File: src/rtl/loader_pkg.sv
// Shared definitions for the boot-time program memory loader: frame layout,
// checksum width and the loader state encoding.
package loader_pkg;

  localparam int FRAME_LEN_BYTES = 4;
  localparam int CSUM_W          = 8;
  localparam int BYTE_IDX_W      = $clog2(FRAME_LEN_BYTES);

  typedef enum logic [2:0] {
    ST_LEN   = 3'd0,
    ST_DATA  = 3'd1,
    ST_CSUM  = 3'd2,
    ST_DONE  = 3'd3,
    ST_ERROR = 3'd4
  } state_t;

  // The loader only takes stream bytes while a frame is still being parsed.
  function automatic logic accepts_bytes(input state_t s);
    return (s == ST_LEN) || (s == ST_DATA) || (s == ST_CSUM);
  endfunction

endpackage

File: src/rtl/byte_to_word_assembler.sv
// Places accepted bytes little-endian into a 32-bit word and pulses when the
// fourth byte of a word is accepted; word_o already includes that byte.
module byte_to_word_assembler
  import loader_pkg::*;
(
  input  logic                           clk,
  input  logic                           reset,
  input  logic                           byte_accept_i,
  input  logic [7:0]                     byte_i,
  output logic [8*FRAME_LEN_BYTES-1:0]   word_o,
  output logic                           word_done_o
);

  logic [8*FRAME_LEN_BYTES-1:0] word_q, word_d;
  logic [BYTE_IDX_W-1:0]        idx_q, idx_d;

  always_comb begin
    word_d = word_q;
    idx_d  = idx_q;
    if (byte_accept_i) begin
      word_d[8*idx_q +: 8] = byte_i;
      idx_d                = idx_q + BYTE_IDX_W'(1);
    end
  end

  assign word_o      = word_d;
  assign word_done_o = byte_accept_i && (idx_q == BYTE_IDX_W'(FRAME_LEN_BYTES - 1));

  always_ff @(posedge clk) begin
    if (!reset) begin
      word_q <= '0;
      idx_q  <= '0;
    end else begin
      word_q <= word_d;
      idx_q  <= idx_d;
    end
  end

endmodule

File: src/rtl/program_memory_loader.sv
// Loads a length-prefixed, checksummed byte image into program memory and
// releases the core from reset only after the whole image verifies.
module program_memory_loader
  import loader_pkg::*;
#(
  parameter int          PROGRAM_MEMORY_DEPTH = 64,
  parameter logic [31:0] BASE_ADDRESS         = 32'h0040_0000,
  localparam int         WCW                  = $clog2(PROGRAM_MEMORY_DEPTH) + 1
) (
  input  logic           clk,
  input  logic           reset,
  input  logic [7:0]     Byte_Data_i,
  input  logic           Byte_Valid_i,
  output logic           Byte_Ready_o,
  output logic           Mem_Write_o,
  output logic [31:0]    Mem_Address_o,
  output logic [31:0]    Mem_Data_o,
  output logic           Core_Reset_o,
  output logic           Done_o,
  output logic           Error_o,
  output logic [WCW-1:0] Word_Count_o,
  output state_t         State_o
);

  // Byte transfer: Byte_Valid_i && Byte_Ready_o at a rising clk edge moves one
  // byte; Byte_Ready_o depends only on state, never on Byte_Valid_i.
  state_t              state_q, state_d;
  logic [WCW-1:0]      len_q, len_d, count_q, count_d;
  logic [CSUM_W-1:0]   sum_q, sum_d, sum_next;
  logic                write_q, write_d;
  logic [31:0]         addr_q, addr_d, data_q, data_d;
  logic                accept, word_done;
  logic [31:0]         word;

  assign Byte_Ready_o = accepts_bytes(state_q);
  assign accept       = Byte_Valid_i && Byte_Ready_o;
  assign sum_next     = sum_q + Byte_Data_i;

  byte_to_word_assembler u_asm (
    .clk          (clk),
    .reset        (reset),
    .byte_accept_i(accept),
    .byte_i       (Byte_Data_i),
    .word_o       (word),
    .word_done_o  (word_done)
  );

  always_comb begin
    state_d = state_q;
    len_d   = len_q;
    count_d = count_q;
    sum_d   = sum_q;
    write_d = 1'b0;
    addr_d  = addr_q;
    data_d  = data_q;
    if (accept) sum_d = sum_next;
    case (state_q)
      ST_LEN: begin
        if (word_done) begin
          // Full 32-bit compare so huge lengths cannot alias into range.
          if (word > 32'(PROGRAM_MEMORY_DEPTH)) begin
            state_d = ST_ERROR;
          end else begin
            len_d   = word[WCW-1:0];
            state_d = (word == 32'd0) ? ST_CSUM : ST_DATA;
          end
        end
      end
      ST_DATA: begin
        if (word_done) begin
          write_d = 1'b1;
          addr_d  = BASE_ADDRESS + (32'(count_q) << 2);
          data_d  = word;
          count_d = count_q + WCW'(1);
          if (count_d == len_q) state_d = ST_CSUM;
        end
      end
      ST_CSUM: begin
        if (accept) state_d = (sum_next == '0) ? ST_DONE : ST_ERROR;
      end
      default: ;
    endcase
  end

  always_ff @(posedge clk) begin
    if (!reset) begin
      state_q <= ST_LEN;
      len_q   <= '0;
      count_q <= '0;
      sum_q   <= '0;
      write_q <= 1'b0;
      addr_q  <= '0;
      data_q  <= '0;
    end else begin
      state_q <= state_d;
      len_q   <= len_d;
      count_q <= count_d;
      sum_q   <= sum_d;
      write_q <= write_d;
      addr_q  <= addr_d;
      data_q  <= data_d;
    end
  end

  assign Mem_Write_o   = write_q;
  assign Mem_Address_o = addr_q;
  assign Mem_Data_o    = data_q;
  assign Done_o        = (state_q == ST_DONE);
  assign Core_Reset_o  = (state_q == ST_DONE);
  assign Error_o       = (state_q == ST_ERROR);
  assign Word_Count_o  = count_q;
  assign State_o       = state_q;

endmodule
File: config.mk
export PLATFORM = sky130hd
export DESIGN_NAME = program_memory_loader
export DESIGN_NICKNAME = d
export VERILOG_FILES = /design/src/rtl/loader_pkg.sv /design/src/rtl/byte_to_word_assembler.sv /design/src/rtl/program_memory_loader.sv
export SDC_FILE = /design/constraint.sdc
export NUM_CORES = 1
export LEC_CHECK = 0
export CAP_MARGIN = 30
export CORE_UTILIZATION = 53
export CTS_CLUSTER_SIZE = 12
export DETAILED_ROUTE_END_ITERATION = 10
export PLACE_DENSITY = 0.8
export SLEW_MARGIN = 30
export SYNTH_ARGS = -nofsm -noshare
export SYNTH_HDL_FRONTEND = slang
export SYNTH_SLANG_ARGS = --single-unit
File: constraint.sdc
create_clock -name clk -period 4.2 [get_ports clk]
set_clock_uncertainty 0.15 [all_clocks]
set_input_delay 0.84 -clock clk [delete_from_list [all_inputs] [get_ports clk]]
set_output_delay 0.84 -clock clk [all_outputs]
set_load 0.05 [all_outputs]
==> results.json <==
{
  "cp.required_ns": 4.35,
  "mostFrequentLayoutCells": "dfxtp_1 (100), nand2_1 (89), clkdlybuf4s50_1 (64), nor2b_1 (31)",
  "cts_resized": 0,
  "fin_crit_ns": 3.451,
  "cts_tree": "built",
  "wirelength_um": 11520,
  "slowest_delay_ns": 0.50,
  "ant_nets": 0,
  "syn_avg_cell_area_um2": 8.604,
  "instances_no_fill": 785,
  "fin_crit_sh_pct": 82.17,
  "critPathBufInv": 2,
  "start_kind": "primary input",
  "io_buffers": 65,
  "insertion_delay_ns": 0.36,
  "status": "completed",
  "ios": 90,
  "num_vias": 4344,
  "synth_xor_area_share_pct": 3.605,
  "drive_above_1_share_pct": 7.470,
  "synth_top_area_share_pct": 39.23,
  "dp_hpwl_um": 8367,
  "die_area_mm2": 0.01002,
  "synth-seq-cells": 100,
  "cp.arrival_ns": 3.60,
  "syn_inst": 593,
  "die_x_um": 100.1,
  "start_util_pct": 54.96,
  "switching_power_uw": 590.9,
  "path_cells": "clkdlybuf4s50_1, nand2b_1, nor3_2, o2111ai_1, nor4_2, nand2_1, or3_1, buf_4, mux2i_1",
  "firstDrtPassIters": 5,
  "synth_top_family_by_area": "simple AND/OR/NAND/NOR gates",
  "hold_viol": 0,
  "critical_path_class": "in -> reg",
  "core-area_mm2": 0.009284,
  "pre_cts_slack_ns": 0.4033,
  "ff2ff_setup_slack_ns": 0.77,
  "syn_to_final_growth_pct": 17.63,
  "die_h_um": 100.1,
  "muxShareOfSynthArea_pct": 2.281,
  "cts_setup_buffers": 0,
  "synth_top_area_cell": "dfxtp_1",
  "ys.flop_type": "dfxtp_1",
  "yosysWarnings": 0,
  "syn_area_mm2": 0.005102,
  "setup_tns_ns": 0,
  "vdd_drop_max_mv": 0.2466,
  "layout.nets": 676,
  "clockBufferDepth": 2,
  "cp-end-kind": "flip-flop",
  "postCtsHoldBufs": 0,
  "slew_violations": 0,
  "critical_path.top_delay_family": "simple AND/OR/NAND/NOR gates",
  "setup_viol": 0,
  "synth_compound_area_share_pct": 16.65,
  "drcViolationCount": 0,
  "grt_use_total_pct": 23.64,
  "ys_top_cells_by_area": "dfxtp_1 (39%), nand2_1 (6.5%), o211a_1 (5.7%), buf_4 (3.8%), nor2b_1 (3.8%)",
  "synth_edf_count": 0,
  "grt_max_degree": 68,
  "swShare_pct": 30.15,
  "numCtsBuffers": 9,
  "dp_cells": 769,
  "async_flop_share_pct": 0,
  "first_iter_violations": 348,
  "path_max_fanout": 11,
  "root_buffer": "clkbuf_8",
  "insertedDiodeCount": 0,
  "tightest_slew_ns": 0.7910,
  "power.share.clock_pct": 32.7,
  "place_congestion": 0.9710,
  "overflow": 0,
  "slew_headroom_pct": 47.15,
  "num_rows": 35,
  "p_leak_uw": 0.002694,
  "max-cap-violations": 0,
  "cts_sinks": 100,
  "antenna_found_initial": 0,
  "viasPerCell": 5.534,
  "synth_cell_types": 57,
  "synthAdderAreaFrac_pct": 3.580,
  "synthSimpleGateAreaFrac_pct": 26.02,
  "h-tree-depth": 3,
  "yosysSeqAreaShare_pct": 39.23,
  "clk_pin_slew_ns": 0.10,
  "comb_power_share_pct": 17.1,
  "grt_setup_unrepaired": "no",
  "max_freq_mhz": 289.7,
  "grt_pass1_wl_um": 18790,
  "setup_ws_ns": 0.7487,
  "p_seq_share_pct": 50.1,
  "powerDensity_mw_per_mm2": 326.6,
  "final_common_cell": "dfxtp_1",
  "avgRoutedWirePerCell_um": 14.67,
  "grt_pass1_vias": 3917,
  "crit_slowest_cell": "clkdlybuf4s50_1",
  "internal_power_uw": 1369,
  "hold_path_class": "reg -> reg"
}
==> flip-flops by register name (all words and copies together), names as in the netlist <==
signal and count:
Mem_Data_o 32, u_asm.word_q 32, Mem_Address_o 8, sum_q 8, Word_Count_o 7, len_q 7, State_o 3, u_asm.idx_q 2
Mem_Write_o 1
==> power groups by stage <==
stage,Clock [µW],Combinational (µW),Sequential [µW]
detailed placement,0,329,1000
finish,642,336,982
global placement,0,321,1000
CTS,654,331,982
global route,693,367,985
floorplan,0,267,1000
==> worst min-delay path, delay by kind of cell, from the launching register on <==
kind	cells	cell delay, ns
AOI/OAI and AO/OA	1	0.07
DFF	1	0.32
and+or+nand+nor	1	0.04
==> cells by family after synthesis <==
family,count (synthesis)
AOI/OAI and AO/OA,115
xor gates and xnor gates,21
adders and majority gates,14
buffers and inverters,81
DFF,100
muxes,10
other,1
and+or+nand+nor,251
==> worst paths after layout <==
check                           cells past startpoint              from               end
worst min register to register                      2  Mem_Address_o[2]  Mem_Address_o[2]
worst max register to register                     10    u_asm.idx_q[0]          len_q[1]
worst max-delay path                                9      Byte_Valid_i          len_q[1]
worst min-delay path                                2  Mem_Address_o[2]  Mem_Address_o[2]
==> Yosys cell counts, drive strengths merged, types with 3 or more instances <==
master and instances:
o21ai 16, a31oi 3, mux2i 6, o31ai 5
o211a 29, nand4 10, o211ai 4, and2 19
nor4 4, clkbuf 25, nor2b 31, o2111ai 3
xnor2 17, nor3 9, xor2 4, nand2 89
nor2 29, nand2b 5, nand3 6, mux2 4
inv 20, ha 13, nor3b 10, a21boi 16
a21oi 24, o21a 3, nor4bb 4, and3 21
dfxtp 100, buf 36, or4 4
==> per-layer routing <==
layer / routed length [µm] / GRT usage [%]
met4: 149 / 7.692
met3: 636 / 3.552
met2: 5389 / 38.30
met5: 0 / 0
met1: 5343 / 32.36
==> final cells by class <==
class                           instances  area [µm²]
Clock buffer                            9       123.9
Sequential cell                       100        2002
Fill cell                             810        3282
Multi-Input combinational cell        435        2755
Clock inverter                          7       86.33
Tap cell                              129       161.4
Timing Repair Buffer                   85       798.3
Inverter                               20       75.07
==> per-stage QoR <==
step	utilization (%)	hold slack, ns	instance area, µm²	power [µW]
6_report	64.65	0.3247	6002	1960
5_1_grt	64.65	0.3467	6002	2045
4_1_cts	64.62	0.3328	6000	1966
3_5_place_dp	62.36	0.3124	5789	1332
3_3_place_gp	62.36	0.2975	5789	1324
2_1_floorplan	-	0.2972	5189	1268
No activity file was read; power rests on OpenSTA's default activity.
